File: config.mk
export PLATFORM = sky130hd
export DESIGN_NAME = multicycle_control_unit_flat
export DESIGN_NICKNAME = d
export VERILOG_FILES = /design/src/rtl/multicycle_control_unit_if.sv /design/src/rtl/multicycle_control_unit.sv /design/src/flat_wrapper.sv
export SDC_FILE = /design/constraint.sdc
export NUM_CORES = 1
export LEC_CHECK = 0
export CELL_PAD_IN_SITES_DETAIL_PLACEMENT = 1
export CELL_PAD_IN_SITES_GLOBAL_PLACEMENT = 1
export CORE_ASPECT_RATIO = 2
export CORE_MARGIN = 2
export CORE_UTILIZATION = 17
export DETAILED_ROUTE_END_ITERATION = 10
export PLACE_DENSITY = 0.83
export SYNTH_ARGS = -nofsm -noshare
export SYNTH_HDL_FRONTEND = slang
export SYNTH_SLANG_ARGS = --single-unit
File: constraint.sdc
create_clock -name CLK -period 1.6 [get_ports CLK]
set_clock_uncertainty 0.2 [all_clocks]
set_input_delay 0.16 -clock CLK [delete_from_list [all_inputs] [get_ports CLK]]
set_output_delay 0.16 -clock CLK [all_outputs]
set_load 0.005 [all_outputs]
File: src/rtl/multicycle_control_unit_if.sv
// Control bus between the multicycle control unit and the datapath.
// master: the control unit (takes IR contents, cache hits and ALU zero;
//         drives memory requests, write enables, mux selects and status).
// slave : the datapath side, with the directions reversed.
// Signals:
//   instr           instruction register contents
//   ihit, dhit      instruction / data cache access complete
//   zero            ALU zero flag
//   iREN            instruction read request
//   dREN, dWEN      data read / write request
//   irWr, pcWr      instruction register and PC write enables
//   regWr           register-file write enable
//   alu_op, aluSrc  ALU operation and B-operand select
//   regDst, pcSrc   write-register and next-PC selects
//   extop, memtoreg immediate extension and write-back selects
//   halt, mem_err   sticky status
//   state           FSM state, for debug
interface multicycle_control_unit_if #(
  parameter int unsigned WORD_W  = 32,
  parameter int unsigned ALUOP_W = 4
);
  logic [WORD_W-1:0]  instr;
  logic               ihit;
  logic               dhit;
  logic               zero;
  logic               iREN;
  logic               dREN;
  logic               dWEN;
  logic               irWr;
  logic               pcWr;
  logic               regWr;
  logic [ALUOP_W-1:0] alu_op;
  logic               aluSrc;
  logic [1:0]         regDst;
  logic [1:0]         pcSrc;
  logic [1:0]         extop;
  logic [1:0]         memtoreg;
  logic               halt;
  logic               mem_err;
  logic [2:0]         state;

  modport master (
    input  instr, ihit, dhit, zero,
    output iREN, dREN, dWEN, irWr, pcWr, regWr, alu_op, aluSrc,
           regDst, pcSrc, extop, memtoreg, halt, mem_err, state
  );

  modport slave (
    output instr, ihit, dhit, zero,
    input  iREN, dREN, dWEN, irWr, pcWr, regWr, alu_op, aluSrc,
           regDst, pcSrc, extop, memtoreg, halt, mem_err, state
  );
endinterface

File: src/rtl/multicycle_control_unit.sv
// Multicycle MIPS control unit. Decodes the instruction register and sequences
// FETCH -> DECODE -> EXEC -> MEM -> WB with variable-latency cache handshakes,
// an optional wait watchdog (TIMEOUT cycles, 0 = off) and absorbing HALTED /
// ERROR states.
// Ports:
//   CLK  clock, rising edge
//   RST  synchronous active-high reset
//   bus  control bus (master side), see multicycle_control_unit_if
module multicycle_control_unit #(
  parameter int unsigned WORD_W  = 32,
  parameter int unsigned ALUOP_W = 4,
  parameter int unsigned TIMEOUT = 0
) (
  input logic                       CLK,
  input logic                       RST,
  multicycle_control_unit_if.master bus
);

  // ALU operation encodings
  localparam logic [ALUOP_W-1:0] AluSll  = ALUOP_W'(4'b0000);
  localparam logic [ALUOP_W-1:0] AluSrl  = ALUOP_W'(4'b0001);
  localparam logic [ALUOP_W-1:0] AluAdd  = ALUOP_W'(4'b0010);
  localparam logic [ALUOP_W-1:0] AluSub  = ALUOP_W'(4'b0011);
  localparam logic [ALUOP_W-1:0] AluAnd  = ALUOP_W'(4'b0100);
  localparam logic [ALUOP_W-1:0] AluOr   = ALUOP_W'(4'b0101);
  localparam logic [ALUOP_W-1:0] AluXor  = ALUOP_W'(4'b0110);
  localparam logic [ALUOP_W-1:0] AluNor  = ALUOP_W'(4'b0111);
  localparam logic [ALUOP_W-1:0] AluSlt  = ALUOP_W'(4'b1010);
  localparam logic [ALUOP_W-1:0] AluSltu = ALUOP_W'(4'b1011);

  localparam logic [5:0] OpRtype = 6'b000000;
  localparam logic [5:0] OpJ     = 6'b000010;
  localparam logic [5:0] OpJal   = 6'b000011;
  localparam logic [5:0] OpBeq   = 6'b000100;
  localparam logic [5:0] OpBne   = 6'b000101;
  localparam logic [5:0] OpAddi  = 6'b001000;
  localparam logic [5:0] OpAddiu = 6'b001001;
  localparam logic [5:0] OpSlti  = 6'b001010;
  localparam logic [5:0] OpSltiu = 6'b001011;
  localparam logic [5:0] OpAndi  = 6'b001100;
  localparam logic [5:0] OpOri   = 6'b001101;
  localparam logic [5:0] OpXori  = 6'b001110;
  localparam logic [5:0] OpLui   = 6'b001111;
  localparam logic [5:0] OpLw    = 6'b100011;
  localparam logic [5:0] OpSw    = 6'b101011;
  localparam logic [5:0] OpHalt  = 6'b111111;

  localparam logic [5:0] FnSll  = 6'b000000;
  localparam logic [5:0] FnSrl  = 6'b000010;
  localparam logic [5:0] FnJr   = 6'b001000;
  localparam logic [5:0] FnAdd  = 6'b100000;
  localparam logic [5:0] FnAddu = 6'b100001;
  localparam logic [5:0] FnSub  = 6'b100010;
  localparam logic [5:0] FnSubu = 6'b100011;
  localparam logic [5:0] FnAnd  = 6'b100100;
  localparam logic [5:0] FnOr   = 6'b100101;
  localparam logic [5:0] FnXor  = 6'b100110;
  localparam logic [5:0] FnNor  = 6'b100111;
  localparam logic [5:0] FnSlt  = 6'b101010;
  localparam logic [5:0] FnSltu = 6'b101011;

  localparam logic [1:0] ExtNone = 2'b00;
  localparam logic [1:0] ExtZero = 2'b01;
  localparam logic [1:0] ExtSign = 2'b10;
  localparam logic [1:0] ExtLui  = 2'b11;

  // Counter must be able to hold TIMEOUT itself.
  localparam int unsigned CntW = (TIMEOUT > 0) ? $clog2(TIMEOUT + 1) : 1;
  localparam logic [CntW-1:0] WaitLimit = CntW'(TIMEOUT);

  typedef enum logic [2:0] {
    StFetch  = 3'd0,
    StDecode = 3'd1,
    StExec   = 3'd2,
    StMem    = 3'd3,
    StWb     = 3'd4,
    StHalted = 3'd5,
    StError  = 3'd6
  } state_e;

  state_e            state_q;
  logic [CntW-1:0]   wait_q;

  logic [5:0]         opcode;
  logic [5:0]         funct;
  logic               is_r_alu, is_i_alu, is_lw, is_sw, is_beq, is_bne;
  logic               is_j, is_jal, is_jr, is_halt;
  logic [ALUOP_W-1:0] dec_aluop;
  logic [1:0]         dec_extop;
  logic               dec_alusrc;
  logic               wd_expired;
  logic               unused_instr;

  assign opcode       = bus.instr[WORD_W-1 -: 6];
  assign funct        = bus.instr[5:0];
  // Register and immediate fields are consumed by the datapath, not here.
  assign unused_instr = ^bus.instr[WORD_W-7:6];

  always_comb begin
    is_r_alu  = 1'b0;
    is_i_alu  = 1'b0;
    is_lw     = 1'b0;
    is_sw     = 1'b0;
    is_beq    = 1'b0;
    is_bne    = 1'b0;
    is_j      = 1'b0;
    is_jal    = 1'b0;
    is_jr     = 1'b0;
    is_halt   = 1'b0;
    dec_aluop = AluAdd;
    dec_extop = ExtNone;
    case (opcode)
      OpRtype: begin
        is_r_alu = 1'b1;
        case (funct)
          FnSll:          dec_aluop = AluSll;
          FnSrl:          dec_aluop = AluSrl;
          FnAdd, FnAddu:  dec_aluop = AluAdd;
          FnSub, FnSubu:  dec_aluop = AluSub;
          FnAnd:          dec_aluop = AluAnd;
          FnOr:           dec_aluop = AluOr;
          FnXor:          dec_aluop = AluXor;
          FnNor:          dec_aluop = AluNor;
          FnSlt:          dec_aluop = AluSlt;
          FnSltu:         dec_aluop = AluSltu;
          FnJr: begin
            is_r_alu = 1'b0;
            is_jr    = 1'b1;
          end
          default:        is_r_alu = 1'b0;
        endcase
      end
      OpJ:     is_j   = 1'b1;
      OpJal:   is_jal = 1'b1;
      OpBeq: begin
        is_beq    = 1'b1;
        dec_aluop = AluSub;
        dec_extop = ExtSign;
      end
      OpBne: begin
        is_bne    = 1'b1;
        dec_aluop = AluSub;
        dec_extop = ExtSign;
      end
      OpAddi, OpAddiu: begin
        is_i_alu  = 1'b1;
        dec_aluop = AluAdd;
        dec_extop = ExtSign;
      end
      OpSlti: begin
        is_i_alu  = 1'b1;
        dec_aluop = AluSlt;
        dec_extop = ExtSign;
      end
      OpSltiu: begin
        is_i_alu  = 1'b1;
        dec_aluop = AluSltu;
        dec_extop = ExtSign;
      end
      OpAndi: begin
        is_i_alu  = 1'b1;
        dec_aluop = AluAnd;
        dec_extop = ExtZero;
      end
      OpOri: begin
        is_i_alu  = 1'b1;
        dec_aluop = AluOr;
        dec_extop = ExtZero;
      end
      OpXori: begin
        is_i_alu  = 1'b1;
        dec_aluop = AluXor;
        dec_extop = ExtZero;
      end
      // LUI: shifted immediate ORed with $zero.
      OpLui: begin
        is_i_alu  = 1'b1;
        dec_aluop = AluOr;
        dec_extop = ExtLui;
      end
      OpLw: begin
        is_lw     = 1'b1;
        dec_aluop = AluAdd;
        dec_extop = ExtSign;
      end
      OpSw: begin
        is_sw     = 1'b1;
        dec_aluop = AluAdd;
        dec_extop = ExtSign;
      end
      OpHalt:  is_halt = 1'b1;
      default: ;
    endcase
  end

  // Branches compare two registers, so only ALU immediates and memory ops use imm.
  assign dec_alusrc = is_i_alu | is_lw | is_sw;
  assign wd_expired = (TIMEOUT != 0) && (wait_q == WaitLimit);

  // Wait counter is cleared by default on every cycle and only advanced while
  // FETCH or MEM keeps waiting, so it is zero on every entry to those states.
  always_ff @(posedge CLK) begin
    if (RST) begin
      state_q <= StFetch;
      wait_q  <= '0;
    end else begin
      wait_q <= '0;
      case (state_q)
        StFetch: begin
          if (bus.ihit) begin
            state_q <= StDecode;
          end else if (wd_expired) begin
            state_q <= StError;
          end else begin
            wait_q <= wait_q + CntW'(1);
          end
        end
        StDecode: begin
          if (is_halt) begin
            state_q <= StHalted;
          end else if (is_jal) begin
            state_q <= StWb;
          end else if (is_r_alu | is_i_alu | is_lw | is_sw | is_beq | is_bne) begin
            state_q <= StExec;
          end else begin
            // J, JR and undefined encodings all return to fetch.
            state_q <= StFetch;
          end
        end
        StExec: begin
          if (is_lw | is_sw) begin
            state_q <= StMem;
          end else if (is_r_alu | is_i_alu) begin
            state_q <= StWb;
          end else begin
            state_q <= StFetch;
          end
        end
        StMem: begin
          if (bus.dhit) begin
            state_q <= is_lw ? StWb : StFetch;
          end else if (wd_expired) begin
            state_q <= StError;
          end else begin
            wait_q <= wait_q + CntW'(1);
          end
        end
        StWb:     state_q <= StFetch;
        StHalted: state_q <= StHalted;
        StError:  state_q <= StError;
        default:  state_q <= StFetch;
      endcase
    end
  end

  always_comb begin
    bus.iREN     = 1'b0;
    bus.dREN     = 1'b0;
    bus.dWEN     = 1'b0;
    bus.irWr     = 1'b0;
    bus.pcWr     = 1'b0;
    bus.regWr    = 1'b0;
    bus.alu_op   = '0;
    bus.aluSrc   = 1'b0;
    bus.regDst   = 2'b00;
    bus.pcSrc    = 2'b00;
    bus.extop    = 2'b00;
    bus.memtoreg = 2'b00;
    bus.halt     = 1'b0;
    bus.mem_err  = 1'b0;
    bus.state    = state_q;
    case (state_q)
      StFetch: begin
        bus.iREN = 1'b1;
        if (bus.ihit) begin
          bus.irWr = 1'b1;
          bus.pcWr = 1'b1;
        end
      end
      StDecode: begin
        if (is_j) begin
          bus.pcWr  = 1'b1;
          bus.pcSrc = 2'b10;
        end else if (is_jr) begin
          bus.pcWr  = 1'b1;
          bus.pcSrc = 2'b01;
        end
      end
      StExec: begin
        bus.alu_op = dec_aluop;
        bus.aluSrc = dec_alusrc;
        bus.extop  = dec_extop;
        if (is_beq | is_bne) begin
          bus.pcSrc = 2'b11;
          bus.pcWr  = is_beq ? bus.zero : ~bus.zero;
        end
      end
      StMem: begin
        bus.dREN = is_lw;
        bus.dWEN = is_sw;
      end
      StWb: begin
        bus.regWr = 1'b1;
        if (is_jal) begin
          bus.regDst   = 2'b11;
          bus.memtoreg = 2'b10;
          bus.pcWr     = 1'b1;
          bus.pcSrc    = 2'b10;
        end else if (is_lw) begin
          bus.regDst   = 2'b01;
          bus.memtoreg = 2'b01;
        end else if (is_i_alu) begin
          bus.regDst   = 2'b01;
        end
      end
      StHalted: bus.halt    = 1'b1;
      StError:  bus.mem_err = 1'b1;
      default:  ;
    endcase
    // Reset must never let a write reach the datapath or memory.
    if (RST) begin
      bus.irWr  = 1'b0;
      bus.pcWr  = 1'b0;
      bus.regWr = 1'b0;
      bus.dWEN  = 1'b0;
    end
  end

endmodule

File: src/flat_wrapper.sv
// flat-port wrapper written by rule: the top's interface ports become plain ports
module multicycle_control_unit_flat 
#(
  parameter int unsigned WORD_W  = 32,
  parameter int unsigned ALUOP_W = 4,
  parameter int unsigned TIMEOUT = 0
)
  (CLK, RST, bus_instr, bus_ihit, bus_dhit, bus_zero, bus_iREN, bus_dREN, bus_dWEN, bus_irWr, bus_pcWr, bus_regWr, bus_alu_op, bus_aluSrc, bus_regDst, bus_pcSrc, bus_extop, bus_memtoreg, bus_halt, bus_mem_err, bus_state);
  multicycle_control_unit_if #(.WORD_W(WORD_W), .ALUOP_W(ALUOP_W)) bus_i ();
  input logic CLK;
  input logic RST;
  input wire logic [$bits(bus_i.instr)-1:0] bus_instr;
  input wire logic [$bits(bus_i.ihit)-1:0] bus_ihit;
  input wire logic [$bits(bus_i.dhit)-1:0] bus_dhit;
  input wire logic [$bits(bus_i.zero)-1:0] bus_zero;
  output wire logic [$bits(bus_i.iREN)-1:0] bus_iREN;
  output wire logic [$bits(bus_i.dREN)-1:0] bus_dREN;
  output wire logic [$bits(bus_i.dWEN)-1:0] bus_dWEN;
  output wire logic [$bits(bus_i.irWr)-1:0] bus_irWr;
  output wire logic [$bits(bus_i.pcWr)-1:0] bus_pcWr;
  output wire logic [$bits(bus_i.regWr)-1:0] bus_regWr;
  output wire logic [$bits(bus_i.alu_op)-1:0] bus_alu_op;
  output wire logic [$bits(bus_i.aluSrc)-1:0] bus_aluSrc;
  output wire logic [$bits(bus_i.regDst)-1:0] bus_regDst;
  output wire logic [$bits(bus_i.pcSrc)-1:0] bus_pcSrc;
  output wire logic [$bits(bus_i.extop)-1:0] bus_extop;
  output wire logic [$bits(bus_i.memtoreg)-1:0] bus_memtoreg;
  output wire logic [$bits(bus_i.halt)-1:0] bus_halt;
  output wire logic [$bits(bus_i.mem_err)-1:0] bus_mem_err;
  output wire logic [$bits(bus_i.state)-1:0] bus_state;
  assign bus_i.instr = bus_instr;
  assign bus_i.ihit = bus_ihit;
  assign bus_i.dhit = bus_dhit;
  assign bus_i.zero = bus_zero;
  assign bus_iREN = bus_i.iREN;
  assign bus_dREN = bus_i.dREN;
  assign bus_dWEN = bus_i.dWEN;
  assign bus_irWr = bus_i.irWr;
  assign bus_pcWr = bus_i.pcWr;
  assign bus_regWr = bus_i.regWr;
  assign bus_alu_op = bus_i.alu_op;
  assign bus_aluSrc = bus_i.aluSrc;
  assign bus_regDst = bus_i.regDst;
  assign bus_pcSrc = bus_i.pcSrc;
  assign bus_extop = bus_i.extop;
  assign bus_memtoreg = bus_i.memtoreg;
  assign bus_halt = bus_i.halt;
  assign bus_mem_err = bus_i.mem_err;
  assign bus_state = bus_i.state;
  multicycle_control_unit #(.WORD_W(WORD_W), .ALUOP_W(ALUOP_W), .TIMEOUT(TIMEOUT)) u_core (.CLK(CLK), .RST(RST), .bus(bus_i));
endmodule
==> flow_metrics.tcl <==
set metrics [dict create \
    status "complete, but fails checks" \
    violations "negative setup slack" \
    vdd_drop_max_v 0.000309 \
    drive_above_1_share 0.682 \
    synth_nets 163 \
    grtUsageTotal 0.228 \
    worstMarginPinSlew_ns 0.456 \
    syn_area_um2 727 \
    drc 0 \
    synth-seq-area-share 0.0826 \
    synth_simple_gate_area_frac 0.454 \
    p_switching_mw 0.280 \
    drt_iter0_markers 41 \
    rows 33 \
    wl_per_cell_um 21.2 \
    die_h_um 96.5 \
    slew_headroom 0.695 \
    ys_warn_count 0 \
    n_antenna_cell 0 \
    crit_arrival_ns 1.82 \
    syn_inst 126 \
    dpl.hpwl_mm 3.60 \
    synthArstFlopShare 0 \
    syn_to_final_growth_pct 183 \
    final_nets 274 \
    powerDensity_mw_per_mm2 353 \
    setup_violations 23 \
    hp-class "in2reg" \
    finalHoldViolCount 0 \
    grt_pass1_vias 1642 \
    htreeDepth 1 \
    critPathMaxFanout 3 \
    layout_common_cells "56 x buf_4, 21 x buf_6, 17 x buf_2" \
    gp_congestion 0.856 \
    slew_viol_final 0 \
    worstSetupPathType "reg2out" \
    design_area_mm2 0.00206 \
    ant_nets 0 \
    clkTransAtPathRegs_ns 0.04 \
    worst-endpoint-required_ns 1.24 \
    grt_overflow 0 \
    synth_cell_type_count 36 \
    cts_tree "done" \
    crit_path_end_kind "output port" \
    route.vias.total 1523 \
    initial_utilization 0.178 \
    numPortBuffers 40 \
    placed_area_mm2 0.00155 \
    pwr-share-clk 0.331 \
    insertion_delay_ns 0.23 \
    synthXorXnorAreaFrac 0.0241 \
    critPathLaunchType "flop" \
    post-route-period-util 1.36 \
    maxCapViolations 0 \
    fp.dieArea_mm2 0.00485 \
    synth_top_family_by_area "simple AND/OR/NAND/NOR gates" \
    cts_hold_buf 0 \
    drtPass1Iterations 4 \
    synth_edf_count 0 \
    synthAdderAreaFrac 0 \
    largest_reg_flops 3 \
    finalWirelength_mm 6.12 \
    cts.sinks 3 \
    fin_ws_ns -0.580 \
    grt_pass1_wl_mm 8.22 \
    switching_share 0.386 \
    grt_max_degree 12 \
    die_w_um 50.2 \
    cellLeakagePower_nw 0.926 \
    seq_power_share 0.122 \
    cts_buffers 3 \
    cts_buffer_depth 2 \
    p_int_mw 0.445 \
    synth_flop_cell "dfxtp_1" \
    fmax_ghz 0.459 \
    synth_mux_area_frac 0.0275 \
    cts-root-buf "clkbuf_8" \
    p_comb_frac 0.546 \
    min_period_ns 2.18 \
    dp_slack_ns -1.06 \
    pin_count 61 \
    synth_compound_area_frac 0.315 \
    synth-seq-cells 3 \
    rsz0062_at_grt "yes" \
    antenna_found_initial 0 \
    vias_per_cell 5.29 \
    core_area_mm2 0.00409 \
    final_common_cell "buf_4" \
    syn_avg_cell_area_um2 5.77 \
]
-- routing by layer --
| layer | track usage | part of all wire | wire [µm] |
|---|---|---|---|
| met1 | 0.181 | 0.32 | 1960 |
| met5 | 0 | 0 | 0 |
| met4 | 0.160 | 0.049 | 299 |
| met2 | 0.480 | 0.60 | 3660 |
| met3 | 0.0262 | 0.033 | 201 |
-- cell type report --
type                       count  area, µm²
clock buffer                   4       45.0
sequential                     3       66.3
tap                           52       65.1
multi-input combinational    107        910
inverter                       8       30.0
fill                         491       2030
timing repair buffer         114        942
-- metrics by stage --
stage / hold slack, ns / TNS [ns] / power (mW) / std cells / util
finish: 0.408 / -5.34 / 0.726 / 288 / 0.504
floorplan: 0.0566 / -0.132 / 0.188 / 126 / -
global route: 0.412 / -6.06 / 0.745 / 288 / 0.504
global placement: 0.437 / -14.96 / 0.356 / 259 / 0.380
detailed placement: 0.436 / -15.74 / 0.368 / 259 / 0.380
CTS: 0.380 / -4.53 / 0.658 / 279 / 0.457
-- repair_timing --
item | CTS | global route
resized for setup | 160 | 35
pin swaps | 22 | 14
endpoints found under the hold margin | 0 | 0
setup endpoints to repair | 26 | 24
buffers inserted | 16 | 9
-- Yosys cell counts, drive strengths merged, types with 3 or more instances --
cell | number | area share
nor2 | 19 | 0.10
nand2 | 18 | 0.096
a21oi | 13 | 0.089
nor3 | 13 | 0.096
o21ai | 10 | 0.069
inv | 8 | 0.041
buf | 6 | 0.045
dfxtp | 3 | 0.083
nand4 | 3 | 0.026
-- critical path, stage by stage (launching register included) --
cell and delay (ns):
dfxtp_2 0.36, inv_1 0.10, nor2_4 0.21, nand2_4 0.07, buf_4 0.13, nor2_1 0.16, clkdlybuf4s50_1 0.56
-- final timing paths --
kind | startpoint | end | slack [ns] | depth (start not counted)
worst min register to register | u_core.bus.state[1] | u_core.bus.state[1] | 0.49 | 3
worst max register to register | u_core.bus.state[2] | u_core.bus.state[2] | -0.21 | 10
worst min-delay path | bus_dhit | u_core.bus.state[0] | 0.41 | 2
worst max-delay path | u_core.bus.state[2] | bus_regWr | -0.58 | 6
-- power groups by stage --
| stage | registers (mW) | logic [mW] | clock network (mW) |
|---|---|---|---|
| final | 0.0887 | 0.396 | 0.241 |
| after global routing | 0.0884 | 0.416 | 0.240 |
| after CTS | 0.0877 | 0.337 | 0.233 |
| after detailed placement | 0.0880 | 0.280 | 0 |
| after global placement | 0.0876 | 0.268 | 0 |
| after floorplan | 0.0857 | 0.102 | 0 |
-- kinds of logic (layout without fill, tap and decap cells) --
group                  count (synthesis)  after routing
AND/OR/NAND/NOR                       67             67
AO/OA/AOI/OAI                         36             36
buffers and inverters                 16            126
flip-flops                             3              3
XOR/XNOR                               2              2
multiplexers                           2              2
No activity file was read; power rests on OpenSTA's default activity.
